===== src/rtl/coin_change_dispenser.sv =====
// coin_change_dispenser: greedy coin change payout from a four-denomination inventory
//
// Ports:
//   clk, reset (async, active-low)
//   abort                      - only when COIN_DISP_ABORT_EN is defined; stops a payout early
//   req_valid/req_amount/req_ready - change request handshake (ready only in IDLE)
//   load/load_type/load_count  - inventory refill, honoured only in IDLE, saturating
//   coin_eject/coin_type       - one-cycle eject pulse and its denomination (00=1,01=2,10=5,11=10)
//   busy, done                 - not-idle flag, one-cycle completion pulse
//   shortfall, error           - undispensed remainder and its nonzero flag, valid from done
//   *_rupee_count              - live inventory per denomination
//
// Optional feature macro: COIN_DISP_ABORT_EN
module coin_change_dispenser #(
    parameter int VALUE_W   = 16,
    parameter int CNT_W     = 8,
    parameter int EJECT_GAP = 2
) (
    input  logic               clk,
    input  logic               reset,
`ifdef COIN_DISP_ABORT_EN
    input  logic               abort,
`endif
    input  logic               req_valid,
    input  logic [VALUE_W-1:0] req_amount,
    output logic               req_ready,
    input  logic               load,
    input  logic [1:0]         load_type,
    input  logic [CNT_W-1:0]   load_count,
    output logic               coin_eject,
    output logic [1:0]         coin_type,
    output logic               busy,
    output logic               done,
    output logic [VALUE_W-1:0] shortfall,
    output logic               error,
    output logic [CNT_W-1:0]   one_rupee_count,
    output logic [CNT_W-1:0]   two_rupee_count,
    output logic [CNT_W-1:0]   five_rupee_count,
    output logic [CNT_W-1:0]   ten_rupee_count
);
    typedef enum logic [2:0] {IDLE, SELECT, EJECT, GAP, DONE} state_t;
    localparam int GW = EJECT_GAP > 1 ? $clog2(EJECT_GAP) : 1;
    localparam logic [VALUE_W-1:0] V1 = VALUE_W'(1);
    localparam logic [VALUE_W-1:0] V2 = VALUE_W'(2);
    localparam logic [VALUE_W-1:0] V5 = VALUE_W'(5);
    localparam logic [VALUE_W-1:0] V10 = VALUE_W'(10);

    state_t             state, next;
    logic [VALUE_W-1:0] remaining;
    logic [CNT_W-1:0]   cnt [4];
    logic [GW-1:0]      gap_cnt;
    logic [3:0]         has;
    logic               found;
    logic [1:0]         pick;
    logic [VALUE_W-1:0] coin_val;
    logic [CNT_W:0]     sum;
    logic               stop;

    assign has[3]   = remaining >= V10 && cnt[3] != '0;
    assign has[2]   = remaining >= V5 && cnt[2] != '0;
    assign has[1]   = remaining >= V2 && cnt[1] != '0;
    assign has[0]   = remaining >= V1 && cnt[0] != '0;
    assign found    = |has;
    assign pick     = has[3] ? 2'd3 : has[2] ? 2'd2 : has[1] ? 2'd1 : 2'd0;
    assign coin_val = coin_type == 2'd3 ? V10 : coin_type == 2'd2 ? V5 : coin_type == 2'd1 ? V2 : V1;
    assign sum      = {1'b0, cnt[load_type]} + {1'b0, load_count};

`ifdef COIN_DISP_ABORT_EN
    // An abort seen during an eject is remembered so the eject still completes.
    logic abort_pend;
    always_ff @(posedge clk or negedge reset) begin
        if (!reset)
            abort_pend <= 1'b0;
        else if (state == EJECT && abort)
            abort_pend <= 1'b1;
        else if (state == DONE)
            abort_pend <= 1'b0;
    end
    assign stop = (state == SELECT || state == GAP) && (abort || abort_pend);
`else
    assign stop = 1'b0;
`endif

    always_ff @(posedge clk or negedge reset) begin
        if (!reset)
            state <= IDLE;
        else
            state <= next;
    end

    always_comb begin
        next = state;
        case (state)
            IDLE:    next = req_valid ? SELECT : IDLE;
            SELECT:  next = (stop || !found) ? DONE : EJECT;
            EJECT:   next = EJECT_GAP == 0 ? SELECT : GAP;
            GAP:     next = stop ? DONE : gap_cnt == '0 ? SELECT : GAP;
            DONE:    next = IDLE;
            default: next = IDLE;
        endcase
    end

    always_ff @(posedge clk or negedge reset) begin
        if (!reset) begin
            remaining <= '0;
            cnt       <= '{default: '0};
            gap_cnt   <= '0;
            coin_type <= 2'd0;
            shortfall <= '0;
            error     <= 1'b0;
        end else begin
            if (state == IDLE && load)
                cnt[load_type] <= sum[CNT_W] ? '1 : sum[CNT_W-1:0];
            if (state == IDLE && req_valid)
                remaining <= req_amount;
            // coin_type only moves on the edge into EJECT, so it holds between pulses
            if (next == EJECT)
                coin_type <= pick;
            if (state == EJECT) begin
                cnt[coin_type] <= cnt[coin_type] - 1'b1;
                remaining      <= remaining - coin_val;
                gap_cnt        <= GW'(EJECT_GAP - 1);
            end
            if (state == GAP)
                gap_cnt <= gap_cnt - 1'b1;
            if (next == DONE) begin
                shortfall <= remaining;
                error     <= remaining != '0 || stop;
            end
        end
    end

    assign req_ready        = state == IDLE;
    assign busy             = state != IDLE;
    assign coin_eject       = state == EJECT;
    assign done             = state == DONE;
    assign one_rupee_count  = cnt[0];
    assign two_rupee_count  = cnt[1];
    assign five_rupee_count = cnt[2];
    assign ten_rupee_count  = cnt[3];
endmodule


===== config.mk =====
export PLATFORM = sky130hd
export DESIGN_NAME = coin_change_dispenser
export DESIGN_NICKNAME = d
export VERILOG_FILES = /design/src/rtl/coin_change_dispenser.sv
export SDC_FILE = /design/constraint.sdc
export NUM_CORES = 1
export LEC_CHECK = 0
export CORE_MARGIN = 2
export CORE_UTILIZATION = 54
export CTS_BUF_LIST = sky130_fd_sc_hd__clkbuf_2 sky130_fd_sc_hd__clkbuf_4 sky130_fd_sc_hd__clkbuf_8
export DETAILED_ROUTE_END_ITERATION = 7
export GPL_ROUTABILITY_DRIVEN = 0
export PLACE_DENSITY = 0.89
export SETUP_SLACK_MARGIN = 0.3
export SKIP_LAST_GASP = 1
export SYNTH_ARGS = -nofsm -noshare
export SYNTH_HDL_FRONTEND = slang
export SYNTH_SLANG_ARGS = --single-unit

===== constraint.sdc =====
create_clock -name clk -period 2.95 [get_ports clk]
set_input_delay 0.295 -clock clk [delete_from_list [all_inputs] [get_ports clk]]
set_output_delay 0.295 -clock clk [all_outputs]
set_load 0.03 [all_outputs]

==> After elaboration in Yosys (flattened, before gate mapping) <==
Index checks and enable logic that the tools add are counted.
{ "op_classes": {"order_cmp": 8, "mux": 29, "bitwise_logic": 2, "eq_ne": 9, "add_sub_neg": 4, "reduce_logical": 18} }
{ "ops": {"columns": ["operator", "count"], "rows": [
  ["32-bit bitwise mux", 2],
  ["32-bit 2-to-1 mux", 2],
  ["8-bit 2-to-1 mux", 7],
  ["8-bit binary-select mux with 2-bit select", 2],
  ["8-bit demux with 2-bit select", 2],
  ["16-bit 2-to-1 mux", 2],
  ["8-bit nonzero test", 4],
  ["16-bit by 1-bit >= comparator with 1-bit output, second input constant", 1],
  ["16-bit by 2-bit >= comparator with 1-bit output, second input constant", 1],
  ["16-bit by 3-bit >= comparator with 1-bit output, second input constant", 1],
  ["16-bit by 4-bit >= comparator with 1-bit output, second input constant", 1],
  ["16-bit nonzero test", 1],
  ["16-bit by 4-bit subtractor with 16-bit output", 1],
  ["3-bit case mux with 4 select lines", 1],
  ["8-bit by 8-bit adder with 9-bit output", 1],
  ["3-bit by 2-bit equality test with 1-bit output, second input constant", 3],
  ["1-bit logical AND", 8],
  ["2-bit 2-to-1 mux", 4],
  ["8-bit by 1-bit subtractor with 8-bit output, second input constant", 1],
  ["3-bit equality test, second input constant", 2],
  ["3-bit >= comparator, second input constant", 2],
  ["3-bit by 1-bit < comparator with 1-bit output, second input constant", 2],
  ["3-bit 2-to-1 mux", 2],
  ["2-bit NOT with 3-bit output", 2],
  ["10 further kinds", 15]
]} }
{ "word_totals": {"word_cells": 80, "ff_bits": 71} }

==> Logic depth before layout (Yosys ltp) <==
{ "depth": {"ltp_word": 10, "depth_mapped": 11, "mapped_depth_nobuf": 10} }

==> Worst setup path after synthesis <==
No wires, ideal clock.
{ "synth_path": {"path_kind": "input to register", "startpoint": "input load_type[0]", "endpoint": "register cnt, in the netlist ten_rupee_count[0]", "setup_time_ns": 0.132, "cell_stages": 10, "slack_ns": -0.207, "required_ns": 2.818, "arrival_time_ns": 3.025, "path_buffers": 2, "cell_sequence": "buf_1 > mux4_2 > ha_1 > fa_1 > a211oi_1 > o211a_1 > a21oi_1 > clkbuf_1 > nor3_1 > o22ai_1"} }
{ "synth_via": {"elab_chain_cells": 10, "elab_cells_between_ends": 15, "cone_classes": "1 x add/sub; 2 x order compare; 10 x mux; 1 x bitwise; 1 x reduce/logical"} }
{ "synth_lines": {"columns": ["item", "line_no", "text"], "rows": [
  ["from (decl)", "28", "input logic [1:0] load_type,"],
  ["2-bit NOT with 3-bit output *", "66, 113", null],
  ["8-bit binary-select mux with 2-bit select", "66", "assign sum = {1'b0, cnt[load_type]} + {1'b0, load_count};"],
  ["8-bit 2-to-1 mux (implied by the code) (2 in series)", "66", null],
  ["8-bit by 8-bit adder with 9-bit output", "66", null],
  ["8-bit 2-to-1 mux", "113", "cnt[load_type] <= sum[CNT_W] ? '1 : sum[CNT_W-1:0];"],
  ["32-bit bitwise mux *", "113", null],
  ["32-bit 2-to-1 mux *", "112", "if (state == IDLE && load)"],
  ["32-bit bitwise mux", "120", "cnt[coin_type] <= cnt[coin_type] - 1'b1;"],
  ["32-bit 2-to-1 mux *", "119", "if (state == EJECT) begin"],
  ["to (signal, indexed assignment)", "113", null],
  ["to (signal, indexed assignment)", "120", null],
  ["to (decl)", "50", "logic [CNT_W-1:0] cnt [4];"]
]} }
Mark *: on every way between the ends. The rest lies on a longest branch, timed or not. The select of a mux whose other input is x is not followed.
A chain may end at the register's enable or synchronous reset.

==> Worst setup path after layout <==
{ "layout_path": {"startpoint": "register cnt, in the netlist ten_rupee_count[0]", "endpoint": "register cnt, in the netlist five_rupee_count[3]"} }
{ "layout_via": {"elab_chain_cells": 9, "elab_cells_between_ends": 13, "cone_classes": "2 x add/sub; 11 x mux"} }
{ "layout_lines": {"columns": ["item", "line_no"], "rows": [
  ["8-bit binary-select mux with 2-bit select", "66"],
  ["8-bit 2-to-1 mux (implied by the code) (2 in series)", "66"],
  ["8-bit by 8-bit adder with 9-bit output", "66"],
  ["8-bit 2-to-1 mux", "113"],
  ["32-bit bitwise mux", "113"],
  ["32-bit 2-to-1 mux", "112"],
  ["32-bit bitwise mux", "120"],
  ["32-bit 2-to-1 mux *", "119"]
]} }
Marks and branches as above.

==> impl_metrics.py <==
metrics = {
    "synthesis": {
        "avgSynthCellArea_um2": 9.82,
        "synth_adder_area_share_pct": 4.90,
        "muxShareOfSynthArea_pct": 13.1,
        "mappedNetlistArea_um2": 4340,
        "async_flop_share_pct": 100,
        "yosysWarnings": 0,
        "synth_compound_area_share_pct": 19.2,
        "ys_seq_elements": 71,
        "synth_edf_count": 0,
        "synth_top_family_by_area": "compound AO/OA/AOI/OAI gates",
        "syn_nets": 487,
        "synthXorXnorAreaFrac_pct": 1.82,
        "synth-simple-area-share_pct": 16.6,
        "ys_seq_area_share_pct": 40.9,
        "synth_ff_type": "dfrtp_1",
        "synth.distinct_cells": 53,
        "netlist_instances": 442,
    },
    "finish": {
        "multi_input_area_um2": 2700,
        "final_nets": 616,
        "fin_area_um2": 6160,
        "syn_to_final_growth_pct": 42.0,
        "diodes": 0,
        "fin_util_pct": 79.4,
        "seq_area_um2": 1790,
        "drive_gt1_share_pct": 28.0,
        "nFillCells": 455,
    },
    "drt": {
        "vias": 4674,
        "drt_iter0_drc": 620,
        "ant_nets": 0,
        "drt_wl_total_mm": 15.3,
        "vias_per_cell": 6.89,
        "drc": 0,
        "dr.pass1.iters": 6,
        "wl_per_cell_um": 22.6,
    },
    "timing": {
        "period_share_pct": 96.5,
        "worst_pin_slew_ps": 824,
        "final.min_clock_period_ps": 2850,
        "drv_slew": 0,
        "final.setup_skew_ps": 11.1,
        "worst_slack_ps": 103,
        "max_freq_mhz": 351,
        "finalSetupViolations": 0,
        "relSlewSlack_pct": 45.0,
        "hold_violations": 0,
        "rsz0062_at_grt": "yes",
    },
    "die": {
        "die-area_um2": 8770,
        "core_um2": 7770,
        "io_pins": 85,
        "start_util_pct": 55.9,
        "die_w_um": 93.7,
        "rows": 32,
        "fp.dieH_um": 93.7,
    },
    "job": {
        "cap_viol_max_count": 0,
    },
    "global_routing": {
        "grt_pass1_vias": 4610,
        "grt_max_degree": 40,
        "globalRoute.totalOverflow": 0,
        "globalRouteMet2Util_pct": 54.4,
        "antenna_found_initial": 0,
        "gr-usage-met1_pct": 38.3,
        "grt_usage_pct": 32.0,
        "grt-busiest-layer": "met2",
        "grt_pass1_wl_mm": 22.0,
        "grtUsageMet3_pct": 5.70,
    },
    "clock_network": {
        "cts_sinks": 71,
        "clk_pin_slew_ps": 80,
        "clockBufferDepth": 2,
        "cts_root_buf": "clkbuf_8",
        "cts_hold_buf": 0,
        "htree_num_levels": 3,
        "numCtsBuffers": 9,
        "cts_tree": "done",
        "insertion_delay_ps": 360,
    },
    "power_and_ir_drop": {
        "power_w": 0.00195,
        "peakVddDrop_v": 0.000282,
        "p_per_area_nw_per_um2": 316,
        "p_leak_nw": 2.42,
    },
    "setup_path": {
        "critPathKind": "flip-flop to flip-flop",
        "end_kind": "flip-flop",
        "path_max_fanout": 6,
        "slowest_stage": "mux4_2",
        "required_ps": 3160,
        "worstPathCellList": "mux4_2 -> ha_4 -> fa_2 -> a211oi_4 -> o211a_1 -> buf_4 -> a21o_4 -> o21ai_2 -> nor2_1 -> o22ai_1",
        "slowest_delay_ps": 520,
        "cp-start-kind": "flip-flop",
        "critPathArrivalTime_ps": 3060,
    },
    "placed_design": {
        "dp.final_hpwl_mm": 9.47,
        "portBuffers": 84,
        "place_ws_ps": -438,
        "dpl_cell_area_um2": 5440,
    },
    "min_path": {
        "hp-class": "primary input to async pin",
    },
    "run_status": {
        "status": "finished, final reports clean",
    },
}
## placed cells by master (no fill, tap or decap), drive strengths merged, types with 3 or more instances in the layout
cell / instances
o221ai: 4
xnor2: 5
or4: 5
mux4: 15
nand2b: 4
nor2: 37
mux2: 17
nand3: 8
a21o: 5
a211oi: 7
or3: 10
nor4: 11
a21oi: 15
and2: 3
ha: 13
o211ai: 14
xor2: 4
nand2: 33
clkinv: 3
clkdlybuf4s50: 82
inv: 12
o22ai: 27
nor3: 25
clkinvlp: 3
dfrtp: 71
o21ai: 44
buf: 53
clkbuf: 13
a31oi: 4
## cells by family after synthesis
kind of cell	after synthesis
and+or+nand+nor	147
AOI/OAI and AO/OA	133
DFF	71
buffers and inverters	33
muxes	33
adders and majority gates	16
xor gates and xnor gates	9
## registers in the layout (all words and copies together) (netlist names)
name	count
ten_rupee_count	8
state	3
gap_cnt	1
five_rupee_count	8
error	1
remaining	16
coin_type	2
shortfall	16
one_rupee_count	8
two_rupee_count	8
## layout make-up
type                            instances  share of cell area, %
Tap cell                              102                   2.07
Inverter                               13                  0.792
Clock inverter                          5                  0.528
Timing Repair Buffer                  138                   21.4
Sequential cell                        71                   29.0
Multi-Input combinational cell        338                   43.7
Clock buffer                           11                   2.46
## cells in the mapped netlist, drive strengths merged, types with 3 or more instances
cell type	count	area, µm²
or4	5	41.3
mux4	15	338
o221ai	4	35.0
buf	6	48.8
a31oi	4	25.0
xor2	4	35.0
dfrtp	71	1780
and2	3	18.8
inv	12	45.0
o21ai	44	220
nor2	37	139
a21o	5	37.5
nor3	25	125
o211ai	14	105
clkbuf	14	52.6
ha	13	163
o22ai	27	169
nor4	11	68.8
a211oi	7	52.6
nand3	8	40.0
mux2	17	221
xnor2	5	43.8
or3	10	62.6
nand2b	4	25.0
a21oi	15	78.8
nand2	33	124
## stage by stage
stage | TNS [ps] | hold slack, ps | instances
detailed placement | -10310 | 410 | 635
CTS | 0 | 43.9 | 662
global placement | -6090 | 402 | 635
floorplan | 0 | -0.591 | 442
global route | -40.2 | 91.8 | 678
finish | 0 | 28.1 | 678
## what timing repair did
action | CTS | global route
gates resized for setup | 35 | 40
endpoints found under the hold margin | 0 | 0
setup endpoints to repair | 49 | 52
cloned | 0 | 3
pin swaps | 5 | 25
buffers inserted | 11 | 13
## final timing paths
check | from | to | slack (ps) | cells after the start
hold / removal | reset | error$_DFFE_PN0N_ | 30 | 1
setup reg to reg | ten_rupee_count[0]$_DFF_PN0_ | five_rupee_count[3]$_DFF_PN0_ | 100 | 10
hold reg to reg | shortfall[10]$_DFFE_PN0N_ | shortfall[10]$_DFFE_PN0N_ | 520 | 1
max in group asynchronous | reset | remaining[7]$_DFFE_PN0P_ | 2210 | 2
setup / recovery | ten_rupee_count[0]$_DFF_PN0_ | five_rupee_count[3]$_DFF_PN0_ | 100 | 10
min in group clk | req_amount[4] | remaining[4]$_DFFE_PN0P_ | 510 | 3
## per-layer routing
layer,part of all wire [%],wire length [µm],up-vias
met5,0,0,-
met1,35,5320,2203
met3,11,1700,97
met4,6.1,934,0
met2,48,7350,420
li1,-,-,1954
## worst max-delay path: cells and delay by family (launching register included)
family,cells,cell delay [ps]
adders and majority gates,2,560
DFF,1,410
muxes,1,520
buffers and inverters,1,110
AOI/OAI and AO/OA,5,930
and+or+nand+nor,1,180
## where the power goes
part           internal [W]  total, W  leakage (nW)  switching [W]
combinational      0.000101  0.000220          1.55       0.000118
clock              0.000348  0.000756        0.0873       0.000407
sequential         0.000972  0.000972         0.782              0
total               0.00142   0.00195          2.42       0.000526
Note: power is estimated with default switching activity, not from simulation.
==> variant 1, RTL diff (same flow settings) <==
Re-encode `state_t` (5 states) as one-hot, 5 bits wide.
--- a/src/rtl/coin_change_dispenser.sv
+++ b/src/rtl/coin_change_dispenser.sv
@@ -40,3 +40,3 @@
 );
-    typedef enum logic [2:0] {IDLE, SELECT, EJECT, GAP, DONE} state_t;
+    typedef enum logic [4:0] {IDLE = 5'b00001, SELECT = 5'b00010, EJECT = 5'b00100, GAP = 5'b01000, DONE = 5'b10000} state_t;
     localparam int GW = EJECT_GAP > 1 ? $clog2(EJECT_GAP) : 1;
Formal check against the unedited RTL: same outputs for any inputs over 10 cycles, from zero or initial values and one cycle with reset low; not proved beyond that.
==> variant 1 against the unedited design <==
Clock skew grew 0.0021 ns. Sequential cell count is 2 higher. Worst setup slack gained 0.079 ns. Wire length up 4.7%. Area after synthesis up 5.7%. Cell area is 2.7% higher. Largest cell class unchanged. Highest routed layer unchanged.
Power is left out: it rests on default switching activity, and per cell area and clock period it moved more than threefold.
==> variant 1: results (changes against the unedited design) <==
Global route
  • Largest net degree at the start of global routing: 36 (-10%)
  • Met1 Track Usage GR: 0.398 (+0.0149)
  • Met3 Resource Use GR: 0.0893 (+0.0323)

Layout
  • Nets@finish: 645 (+4.7%)
  • Seq area share: 0.290 (about the same)
  • Multi-Input Combinational: 361 (+6.8%)
  • Final Cell Area: 6330 µm² (+2.7%)
  • Invs w/o clock: 17 (+4)
  • Clock-cell share: 0.0391 (+0.00930)

Worst setup path
  • Reg-to-reg endpoint: five_rupee_count[6]$_DFF_PN0_
  • Flop2flop setup slack: 0.18 ns (+0.08 ns)
  • Crit path arrival time: 3.00 ns (-0.06 ns)
  • Cell count of the worst reg-to-reg path: 9 (-1)
  • CP max stage delay: 0.48 ns (-0.04 ns)

Placement
  • Pre-CTS setup slack: -0.488 ns (-0.0502 ns)
  • Placed instance area: 5800 µm² (+6.5%)

Routing
  • WL/cell: 22.6 µm (about the same)
  • Via count: 4,896 (+4.7%)
  • M1 WL: 5500 µm (+3.4%)
  • 1st-pass router iterations: 7 (+1)

Synth
  • Top cells by area, synth: dfrtp_1 39%, mux4_2 6.9%, o21ai_0 6.0%, nor2_1 3.6%, ha_1 3.5%
  • Post-synthesis instance total: 469 (+6.1%)
  • Yosys cell types: 61 (+15%)

Run status
  • Status: finished, final reports clean

STA
  • Worst-Margin Slew: 0.831 ns (+0.00636 ns)

CTS
  • Post-CTS Resized: 14 (-60%)
[variant 1: worst min-delay path by stage]
stage / depth (start not counted) / startpoint / slack (ns) / endpoint
6_report: 1 / reset / 0.02 / remaining[2]$_DFFE_PN0P_
5_1_grt: 1 / reset / 0.06 / shortfall[2]$_DFFE_PN0N_
4_1_cts: 1 / reset / 0.04 / one_rupee_count[3]$_DFF_PN0_
3_5_place_dp: 1 / reset / 0.42 / shortfall[2]$_DFFE_PN0N_
3_3_place_gp: 1 / reset / 0.40 / shortfall[2]$_DFFE_PN0N_
2_1_floorplan: 0 / reset / -0.0006 / coin_type[0]$_DFFE_PN0N_
[variant 1: cell families after synthesis]
family                     after synthesis  share of synthesized area
xor gates and xnor gates                 9                     0.0172
adders and majority gates               15                     0.0442
DFF                                     73                      0.398
and+or+nand+nor                        161                      0.188
AOI/OAI and AO/OA                      137                      0.184
buffers and inverters                   35                     0.0316
muxes                                   39                      0.137
==> variant 2, RTL diff (same flow settings) <==
Without the edit above. The option `COIN_DISP_ABORT_EN` is turned on by a define.
--- a/src/rtl/coin_change_dispenser.sv
+++ b/src/rtl/coin_change_dispenser.sv
@@ -13,2 +13,4 @@
 // Optional feature macro: COIN_DISP_ABORT_EN
+`define COIN_DISP_ABORT_EN
+
 module coin_change_dispenser #(
Ports: changed (added abort); port bits go from 85 to 86. The function was not compared with the original's and may differ.
==> variant 2 against the unedited design <==
Clock skew grew 0.00066 ns. Sequential cell count increased by 1. Die area is 0.30% lower. First-iteration DRC count down 31%. The run now ends with negative hold slack, negative setup slack left. Critical path depth grew 1. Area after synthesis shrank 0.32%. Worst setup slack got worse by 0.18 ns. Cell area increased by 1.3%. Wire length down 0.89%. Final cell count is 3.5% lower. Largest cell class unchanged.
Power is left out: it rests on default switching activity, and per cell area and clock period it moved more than threefold.
==> variant 2: results (changes against the unedited design) <==
Run status
  • Status: finished with violations
  • Failing checks: negative hold slack, negative setup slack

STA
  • Final Worst Setup Slack: -0.0762 ns (-0.179 ns)
  • Hold Violations, Final: 19 (+19)
  • Hold Worst Slack: -0.00403 ns (-0.0322 ns)
  • Rel. slew slack: 0.373 (-0.0774)
  • Final worst clock skew: 0.0118 ns (+0.000663 ns)
  • Setup tns final: -0.265 ns (-0.265 ns)
  • Final number of setup-violating endpoints: 9 (+9)

Routing
  • Initial DRC count: 426 (-31%)
  • 1st-pass router iterations: 5 (-1)
  • Total wire length: 15,200 µm (-0.89%)
  • Vias per inst: 6.93 (+0.59%)
  • WL/cell: 23.2 µm (+2.7%)

Synth
  • Xor-xnor portion of the synthesized cell area: 0.0223 (+0.00411)
  • Mux share of post-synthesis cell area: 0.125 (-0.00652)
  • Dominant synthesized flop cell: dfrtp_1
  • Synth warn: 0 (unchanged)
  • Commonest cells in the synthesized netlist: 72 x dfrtp_1, 45 x o21ai_0, 33 x nand2_1
  • Post-synthesis compound-gate area fraction: 0.229 (+0.0370)
  • Adder-Cell Fraction of Synth Area: 0.0468 (-0.00216)
  • Post-synthesis instance total: 424 (-4.1%)
  • Top cells by area, synth: dfrtp_1 42%, mux4_2 7.8%, o221ai_1 5.9%, o21ai_0 5.2%, mux2_2 4.4%
  • Yosys cell types: 52 (-1.9%)
  • FFs w/ async S/R, synth: 1.00 (unchanged)
  • Sequential area share after synthesis: 0.416 (+0.00708)
  • Synth top area share: 0.416 (+0.00708)
  • Mapped Nets: 470 (-3.5%)

Worst setup path
  • CP max stage delay: 0.54 ns (+0.02 ns)
  • Startpoint types: register
  • Cell count of the worst reg-to-reg path: 11 (+1)
  • Crit path arrival time: 3.22 ns (+0.16 ns)
  • Reg-to-reg endpoint: two_rupee_count[2]$_DFF_PN0_
  • CP max FO: 7 (+1)

Layout
  • Share of cells above drive strength 1: 0.292 (+0.0122)
  • ANT cells: 0 (unchanged)
  • Nets@finish: 593 (-3.7%)

CTS
  • Worst-path clk slew: 0.08 ns (about the same)
  • Clock latency at the later pin of the worst-skew pair: 0.36 ns (about the same)

Global route
  • First-pass GRT wire length: 23,300 µm (+6.0%)
  • Largest net degree at the start of global routing: 31 (-23%)
  • Vias in the first global route: 4,549 (-1.3%)
  • Global-route usage over all layers: 0.352 (+0.0312)
  • Antenna violations before repair: 0 (unchanged)

Placement
  • Port Buffers: 85 (+1.2%)
  • HPWL after DPL: 9950 µm (+5.1%)
  • Pre-CTS setup slack: -0.440 ns (-0.00162 ns)
  • Post-Place Cells: 628 (-1.1%)
[variant 2: changes by cell type in the layout (fill, tap and decap cells not counted), moves of 5 or more]
cell and delta:
o221ai_2 +20, o221ai_4 +5, or3_1 -8, o211ai_1 -14
mux2_4 -16, mux2_2 +16, o21ai_0 -23, dfrtp_1 +7
o22ai_1 -23, dfrtp_2 -6, o21ai_1 +22, nor3_2 -7
[variant 2: repair_timing]
item	4_1_cts	5_1_grt
gates resized for setup	35	23
gates cloned	0	0
setup buffers	7	3
endpoints found under the setup margin	49	56
pin swaps	5	1
[variant 2: metal layers]
metal	share of wire	vias to the layer above	GRT usage
met5	0	-	0
met4	0.054	0	0.192
met3	0.084	79	0.0588
met2	0.50	329	0.593
met1	0.36	2221	0.431
li1	-	1906	-
[variant 2: layout make-up]
class	instances	area (µm²)
fill	406	1490
sequential	72	1810
clock inverter	6	67.6
tap	102	128
clock buffer	10	138
timing repair buffer	132	1230
multi-input combinational	317	2820
inverter	15	60.1
[variant 2: cell families (layout without fill, tap and decap cells)]
| group | Yosys count | after routing |
|---|---|---|
| AOI/OAI and AO/OA | 142 | 142 |
| and+or+nand+nor | 116 | 116 |
| DFF | 72 | 72 |
| buffers and inverters | 35 | 163 |
| muxes | 33 | 33 |
| adders and majority gates | 15 | 15 |
| xor gates and xnor gates | 11 | 11 |
[variant 2: stage by stage]
stage,hold WS (ns),instance area (µm²),util
global placement,0.389,5600,0.724
floorplan,-0.000591,4440,-
finish,-0.00403,6240,0.808
CTS,0.0118,6080,0.786
detailed placement,0.396,5600,0.724
global route,0.0478,6240,0.808
[variant 2: critical path, delay by kind of cell, from the launching register on]
family / cells / cell delay, ns
mux: 1 / 0.54
buf+inv: 2 / 0.31
compound gates: 5 / 0.94
simple gates: 1 / 0.10
flops: 1 / 0.43
fa+ha+maj: 2 / 0.55
[variant 2: how the worst max path moves through the flow]
stage	start	end	cells after the start
after global placement	load_type[0]	one_rupee_count[2]$_DFF_PN0_	11
after global routing	ten_rupee_count[0]$_DFF_PN0_	two_rupee_count[2]$_DFF_PN0_	11
final	ten_rupee_count[0]$_DFF_PN0_	two_rupee_count[2]$_DFF_PN0_	11
after CTS	remaining[7]$_DFFE_PN0P_	shortfall[1]$_DFFE_PN0N_	7
after floorplan	remaining[12]$_DFFE_PN0P_	shortfall[10]$_DFFE_PN0N_	8
after detailed placement	load_type[0]	one_rupee_count[3]$_DFF_PN0_	11
